$ cat src/rtl/pipe_reg_chain.sv
// DEPTH-stage valid/ready pipeline register with freeze, flush, occupancy and saturating stall/bubble counters.
// Latency is DEPTH cycles at one word per cycle; ready ripples combinationally from out_ready with no skid buffer, so bubbles compress under backpressure.
module pipe_reg_chain #(
    parameter int DATA_W = 32,
    parameter int DEPTH  = 1,
    parameter int CNT_W  = 16
) (
    input  logic                       clk,
    input  logic                       rst,
    input  logic                       in_valid,
    output logic                       in_ready,
    input  logic [DATA_W-1:0]          in_data,
    output logic                       out_valid,
    input  logic                       out_ready,
    output logic [DATA_W-1:0]          out_data,
    input  logic                       freeze,
    input  logic                       flush,
    output logic [$clog2(DEPTH+1)-1:0] occupancy,
    output logic [CNT_W-1:0]           stall_cnt,
    output logic [CNT_W-1:0]           bubble_cnt
);

    localparam int OCC_W = $clog2(DEPTH+1);

    generate
        if (DEPTH < 1 || DEPTH > 8) begin : g_bad_depth
            $error("pipe_reg_chain: DEPTH must be within 1..8");
        end
    endgenerate

    logic [DEPTH-1:0]  v_q, v_d;
    logic [DATA_W-1:0] d_q [DEPTH];
    logic [DATA_W-1:0] d_d [DEPTH];
    logic [DEPTH-1:0]  rdy_chain;
    logic [DEPTH-1:0]  rdy;
    logic [DEPTH-1:0]  src_v;
    logic [DATA_W-1:0] src_d [DEPTH];
    logic              hold;
    logic [CNT_W-1:0]  stall_q, stall_d, bubble_q, bubble_d;
    logic [OCC_W-1:0]  occ;

    assign hold = freeze | flush;

    // A stage can take a word if it is empty or everything downstream of it moves.
    always_comb begin
        logic r;
        r = out_ready;
        rdy_chain = '0;
        for (int i = DEPTH-1; i >= 0; i--) begin
            r = ~v_q[i] | r;
            rdy_chain[i] = r;
        end
    end

    assign rdy = hold ? '0 : rdy_chain;

    always_comb begin
        src_v    = '0;
        src_v[0] = in_valid;
        src_d[0] = in_data;
        for (int i = 1; i < DEPTH; i++) begin
            src_v[i] = v_q[i-1];
            src_d[i] = d_q[i-1];
        end
    end

    always_comb begin
        v_d = v_q;
        d_d = d_q;
        if (flush) begin
            v_d = '0;
            for (int i = 0; i < DEPTH; i++) d_d[i] = '0;
        end else begin
            for (int i = 0; i < DEPTH; i++) begin
                if (rdy[i]) begin
                    v_d[i] = src_v[i];
                    if (src_v[i]) d_d[i] = src_d[i];
                end
            end
        end
    end

    // Counters saturate at all-ones; only rst clears them.
    always_comb begin
        stall_d  = stall_q;
        bubble_d = bubble_q;
        if (v_q[DEPTH-1] && (!out_ready || freeze) && !flush && !(&stall_q))
            stall_d = stall_q + CNT_W'(1);
        if (out_ready && !freeze && !flush && !v_q[DEPTH-1] && !(&bubble_q))
            bubble_d = bubble_q + CNT_W'(1);
    end

    always_comb begin
        occ = '0;
        for (int i = 0; i < DEPTH; i++) occ = occ + OCC_W'(v_q[i]);
    end

    always_ff @(posedge clk) begin
        if (rst) begin
            v_q      <= '0;
            for (int i = 0; i < DEPTH; i++) d_q[i] <= '0;
            stall_q  <= '0;
            bubble_q <= '0;
        end else begin
            v_q      <= v_d;
            d_q      <= d_d;
            stall_q  <= stall_d;
            bubble_q <= bubble_d;
        end
    end

    assign in_ready   = rdy[0];
    assign out_valid  = v_q[DEPTH-1];
    assign out_data   = d_q[DEPTH-1];
    assign occupancy  = occ;
    assign stall_cnt  = stall_q;
    assign bubble_cnt = bubble_q;

endmodule

$ cat config.mk
export PLATFORM = sky130hd
export DESIGN_NAME = pipe_reg_chain
export DESIGN_NICKNAME = d
export VERILOG_FILES = /design/src/rtl/pipe_reg_chain.sv
export SDC_FILE = /design/constraint.sdc
export NUM_CORES = 1
export LEC_CHECK = 0
export CELL_PAD_IN_SITES_DETAIL_PLACEMENT = 2
export CELL_PAD_IN_SITES_GLOBAL_PLACEMENT = 2
export CORE_ASPECT_RATIO = 0.5
export CORE_MARGIN = 5
export CORE_UTILIZATION = 22
export DETAILED_ROUTE_END_ITERATION = 6
export PLACE_DENSITY = 0.79
export SYNTH_ARGS = -nofsm -noshare
export SYNTH_HDL_FRONTEND = slang
export SYNTH_SLANG_ARGS = --single-unit
$ cat constraint.sdc
create_clock -name clk -period 1.99 [get_ports clk]
set_input_delay 0.2985 -clock clk [delete_from_list [all_inputs] [get_ports clk]]
set_output_delay 0.2985 -clock clk [all_outputs]
set_load 0.01 [all_outputs]
# Yosys cells after proc, flatten, opt, wreduce, memory -nomap -nowiden
# Index checks and enable logic that the tools add are counted.
# word_totals
out_inout_bits	67
word_cells	28
ramBits	0
rom_bits	0
n_memories	0
ff_bits	65
latchBits	0
# op_classes
n_mul	0
shift	0
reduce_logical	18
add_sub_neg	2
eq_ne	0
n_div	0
n_bitwise	3
magnitude_cmp	0
n_mux	1
# ops
op	n
adder 16 x 1 -> 16 bit, second input constant	2
AND reduction 16 bit	2
logical AND 1 bit	7
zero test 1 bit	6
OR 1 bit	2
AND reduction 2 bit	1
OR reduction 2 bit	1
logical OR 1 bit	1
two-way mux 1 bit	1
inverter 1 bit	1

# Depth between registers and ports, before layout
# depth
depth_word	5
depth_mapped	7
mapped_depth_nobuf	5

# Worst setup path before layout
# Ideal clock, no wire load.
# synth_path
path_kind	register -> register
start	register v_q, in the netlist out_valid
end	register bubble_q[9], in the netlist bubble_cnt[9]
arrival_time_ns	2.117
slack_ns	-0.197
required_time_ns	1.920
setup_time_ns	0.070
stages_incl_launch_ff	7
n_path_buf	2
path_cell_list	dfxtp_1 -> or4b_1 -> buf_2 -> or3_1 -> buf_2 -> or4_1 -> a21oi_1
# synth_via
elab_chain_len	3
# synth_rtl
item	line_no	text
start, declared	31	logic [DEPTH-1:0] v_q, v_d;
start signal, assigned	105	v_q <= v_d;
zero test 1 bit	89	if (out_ready && !freeze && !flush && !v_q[DEPTH-1] && !(&bubble_q))
logical AND 1 bit (2 in series)	89	
end signal, assigned	108	bubble_q <= bubble_d;
end, declared	39	logic [CNT_W-1:0] stall_q, stall_d, bubble_q, bubble_d;
# Every way passes these cells.
# A chain may end at the register's enable or synchronous reset.

# Worst setup path in the final report
# Ends and elaborated chain as after synthesis.

==> parameters.txt <==
Parameter                              Value

Run status
  Run status    finished with violations
  Failing checks    negative setup slack

Clock network
  Reg clk slew, reported paths    0.06 ns
  CTS sink count    65
  Maximum clock insertion buffer count    2
  Clock network latency to the later pin of the worst-skew pair    0.33 ns
  Clock tree root buffer cell    sky130_fd_sc_hd__clkbuf_16
  Clock buffer count from CTS    9
  Count of H-tree levels built during CTS    3
  TritonCTS clock tree    done

Logic synthesis
  Post-synth top cells    sky130_fd_sc_hd__nand2_1, sky130_fd_sc_hd__dfxtp_1, sky130_fd_sc_hd__a21oi_1
  Most area-consuming cells after synthesis    sky130_fd_sc_hd__dfxtp_1, sky130_fd_sc_hd__nand2_1, sky130_fd_sc_hd__a21oi_1
  Synthesized area per cell    7.93 sq um
  Flip-flop and latch count after synthesis    65
  Unique cell type count in the Yosys netlist    35
  Cell area after synthesis    0.00287 sq mm
  Share of the yosys chip area belonging to registers    0.454
  Number of nets produced by synthesis    402
  Primary FF master, synth    sky130_fd_sc_hd__dfxtp_1
  Cell type with the largest total area after synthesis    sky130_fd_sc_hd__dfxtp_1
  Count of flip-flops with a built-in enable after synthesis    0
  Mapped Cells    362
  Proportion of register bits with asynchronous set or reset after synthesis    0
  Yosys top cell area share    0.454
  Number of warning messages in the yosys log    0
  Library cell with the highest instance count after synthesis    sky130_fd_sc_hd__nand2_1

Timing
  Clock period minus final worst setup slack    2.00 ns
  Accumulated negative setup slack    -0.00831 ns
  Upper clock frequency limit    500 MHz
  Number of setup violations in the final report    1
  Crit share post-route    1.00
  Setup repair after global routing missed its margin    true
  Worst path setup slack after routing    -0.00831 ns
  Slew at the pin closest to its max-slew limit    0.695 ns
  Worst Skew    0.0110 ns
  Headroom to the max-slew limit    0.536
  Number of max-slew violations in the final report    0
  Number of failing hold endpoints at the final stage    0

Placement
  Total instance count after detailed placement    654
  Detailed Place HPWL    8210 um
  Number of port buffers    104
  RePlAce Congestion    0.739
  Worst setup slack after placement    -0.484 ns

Floorplan
  X dimension of the die    172 um
  Die area    0.0156 sq mm
  Std cell rows    29
  Num ports    105
  Placeable core area    0.0127 sq mm
  Die outline height    90.8 um
  Starting density of the core    0.226

Layout
  Fill cell total of the finished layout    1440
  Layout cell share with drive strength beyond 1    0.138
  Post-layout nets    535
  Area delta synth->final    64.7%
  Diodes inserted    0
  Post-route non-filler standard cell count    670
  Final Core Density    0.372

Setup path
  Critical setup path kind    register to register
  R2R Path Start    out_valid
  Ordered list of cells on the worst path    or4b_4 > or3_4 > or4_4 > a21oi_2
  Crit path arrival time    2.26 ns
  Crit Path Max Fanout    7
  Startpoint Class    register
  Family with the most delay on the worst path    simple AND/OR/NAND/NOR gates
  Beginning of the critical path    out_valid
  Worst-path cell with the longest stage delay    sky130_fd_sc_hd__or4b_4
  Required time of the worst setup path    2.25 ns
  Worst Setup End Kind    register
  Critical Path Max Stage Delay    0.56 ns
  Buffers and inverters on the worst path    0

Global routing
  Number of global-route vias before repair    3634
  GRT Residual Overflow    0
  Number of antenna violations at the first check in global routing    0
  Total track usage    0.152
  Largest net degree at the start of global routing    36
  Global-route wire length before repair    19000 um

Detailed routing
  Vias post-DR    3253
  Number of nets still failing antenna checks after routing    0
  Total length of routed wires    11500 um
  Wire length per cell    17.2 um
  DR DRC count    0
  First DRT Iteration DRCs    84
  Max Used Layer    met4
  Pre-antenna DRT Iters    4
  Metal1 wirelength    4610 um
  Routed via count divided by cell count    4.86
  Routed met3 length    472 um
  Met2 wire length    6140 um

Min path
  Critical hold path startpoint    out_data[1]
  Hold Path Class    register to register

Pwr
  Pleak    1.59 nW
  Pwr Total    0.00318 W
  Largest voltage drop on the vdd net    412 uV
  Power per cell area    672 mW/mm^2

Flow run
  Count of maximum capacitance violations    0
==> what timing repair did <==
action                                  in CTS  in global routing
hold buffers                                 0                  0
buffers inserted                             0                  0
endpoints found under the setup margin       5                 12
pin swaps                                    0                  2
gates resized for setup                      3                 10
==> logic make-up after synthesis <==
group,count (synthesis),share of synthesized area
AO/OA/AOI/OAI,87,0.168
adder cells (fa/ha/maj),2,0.00872
buffers and inverters,26,0.0362
flip-flops,65,0.454
multiplexers,3,0.0113
AND/OR/NAND/NOR,179,0.322
==> per-stage QoR <==
| stage | cell area (sq um) | hold WS, ns |
|---|---|---|
| CTS | 4690 | 0.458 |
| floorplan | 2890 | 0.434 |
| detailed placement | 4370 | 0.450 |
| global route | 4720 | 0.487 |
| finish | 4720 | 0.453 |
| global placement | 4370 | 0.442 |
==> metal layers <==
layer | GRT usage | vias up
met5 | 0 | -
met4 | 0.0541 | 0
met3 | 0.0433 | 22
met2 | 0.277 | 63
met1 | 0.166 | 1598
li1 | - | 1570
==> state kept, by name (all words and copies together), names as in the netlist <==
signal	cells
stall_cnt	16
out_data	32
out_valid	1
bubble_cnt	16
==> report_power, final <==
group | internal, W | total (W) | switching, W
clock | 0.00107 | 0.00164 | 0.000570
sequential | 0.00131 | 0.00132 | 0.00000590
combinational | 0.000121 | 0.000217 | 0.0000962
total | 0.00250 | 0.00318 | 0.000672
==> worst reg2reg max path, cell delays in order, from the launching register on <==
cell,delay (ns)
sky130_fd_sc_hd__dfxtp_4,0.34
sky130_fd_sc_hd__or4b_4,0.56
sky130_fd_sc_hd__or3_4,0.43
sky130_fd_sc_hd__or4_4,0.49
sky130_fd_sc_hd__a21oi_2,0.12
==> final timing paths <==
check             depth (start not counted)            end  slack (ns)
setup / recovery                          4  bubble_cnt[9]      -0.008
hold / removal                            2    out_data[1]        0.45
setup reg to reg                          4  bubble_cnt[9]      -0.008
hold reg to reg                           2    out_data[1]        0.45
==> cell type report <==
cell class	count	area (sq um)	share of cell area
multi-input cells	271	1510	0.320
repair buffers	144	1370	0.291
flip-flops and latches	65	1310	0.276
clock buffers	14	274	0.0580
well taps	170	213	0.0450
clock inverters	2	35.0	0.00742
inverters	4	15.0	0.00318
==> cells in the final DEF, fill, tap and decap left out, types with 2 or more instances in the layout <==
cell and n:
sky130_fd_sc_hd__clkdlybuf4s50_1 100, sky130_fd_sc_hd__nand2_1 79, sky130_fd_sc_hd__dfxtp_1 64, sky130_fd_sc_hd__a21oi_1 56
sky130_fd_sc_hd__buf_4 38, sky130_fd_sc_hd__nand4_1 12, sky130_fd_sc_hd__o21ai_0 12, sky130_fd_sc_hd__o31ai_1 11
sky130_fd_sc_hd__or4_1 11, sky130_fd_sc_hd__or3_1 11, sky130_fd_sc_hd__nand3_1 11, sky130_fd_sc_hd__nor2_1 9
sky130_fd_sc_hd__clkbuf_16 9, sky130_fd_sc_hd__and3_1 7, sky130_fd_sc_hd__and4_1 7, sky130_fd_sc_hd__nor3_1 6
sky130_fd_sc_hd__nand2b_1 5, sky130_fd_sc_hd__nor4_1 5, sky130_fd_sc_hd__inv_1 4, sky130_fd_sc_hd__and2_1 3
sky130_fd_sc_hd__nor2b_1 3, sky130_fd_sc_hd__clkbuf_8 3, sky130_fd_sc_hd__dlymetal6s2s_1 3, sky130_fd_sc_hd__mux2_2 2
sky130_fd_sc_hd__a21oi_2 2, sky130_fd_sc_hd__clkbuf_1 2, sky130_fd_sc_hd__buf_12 2
Power figures use the tool's default switching activity.
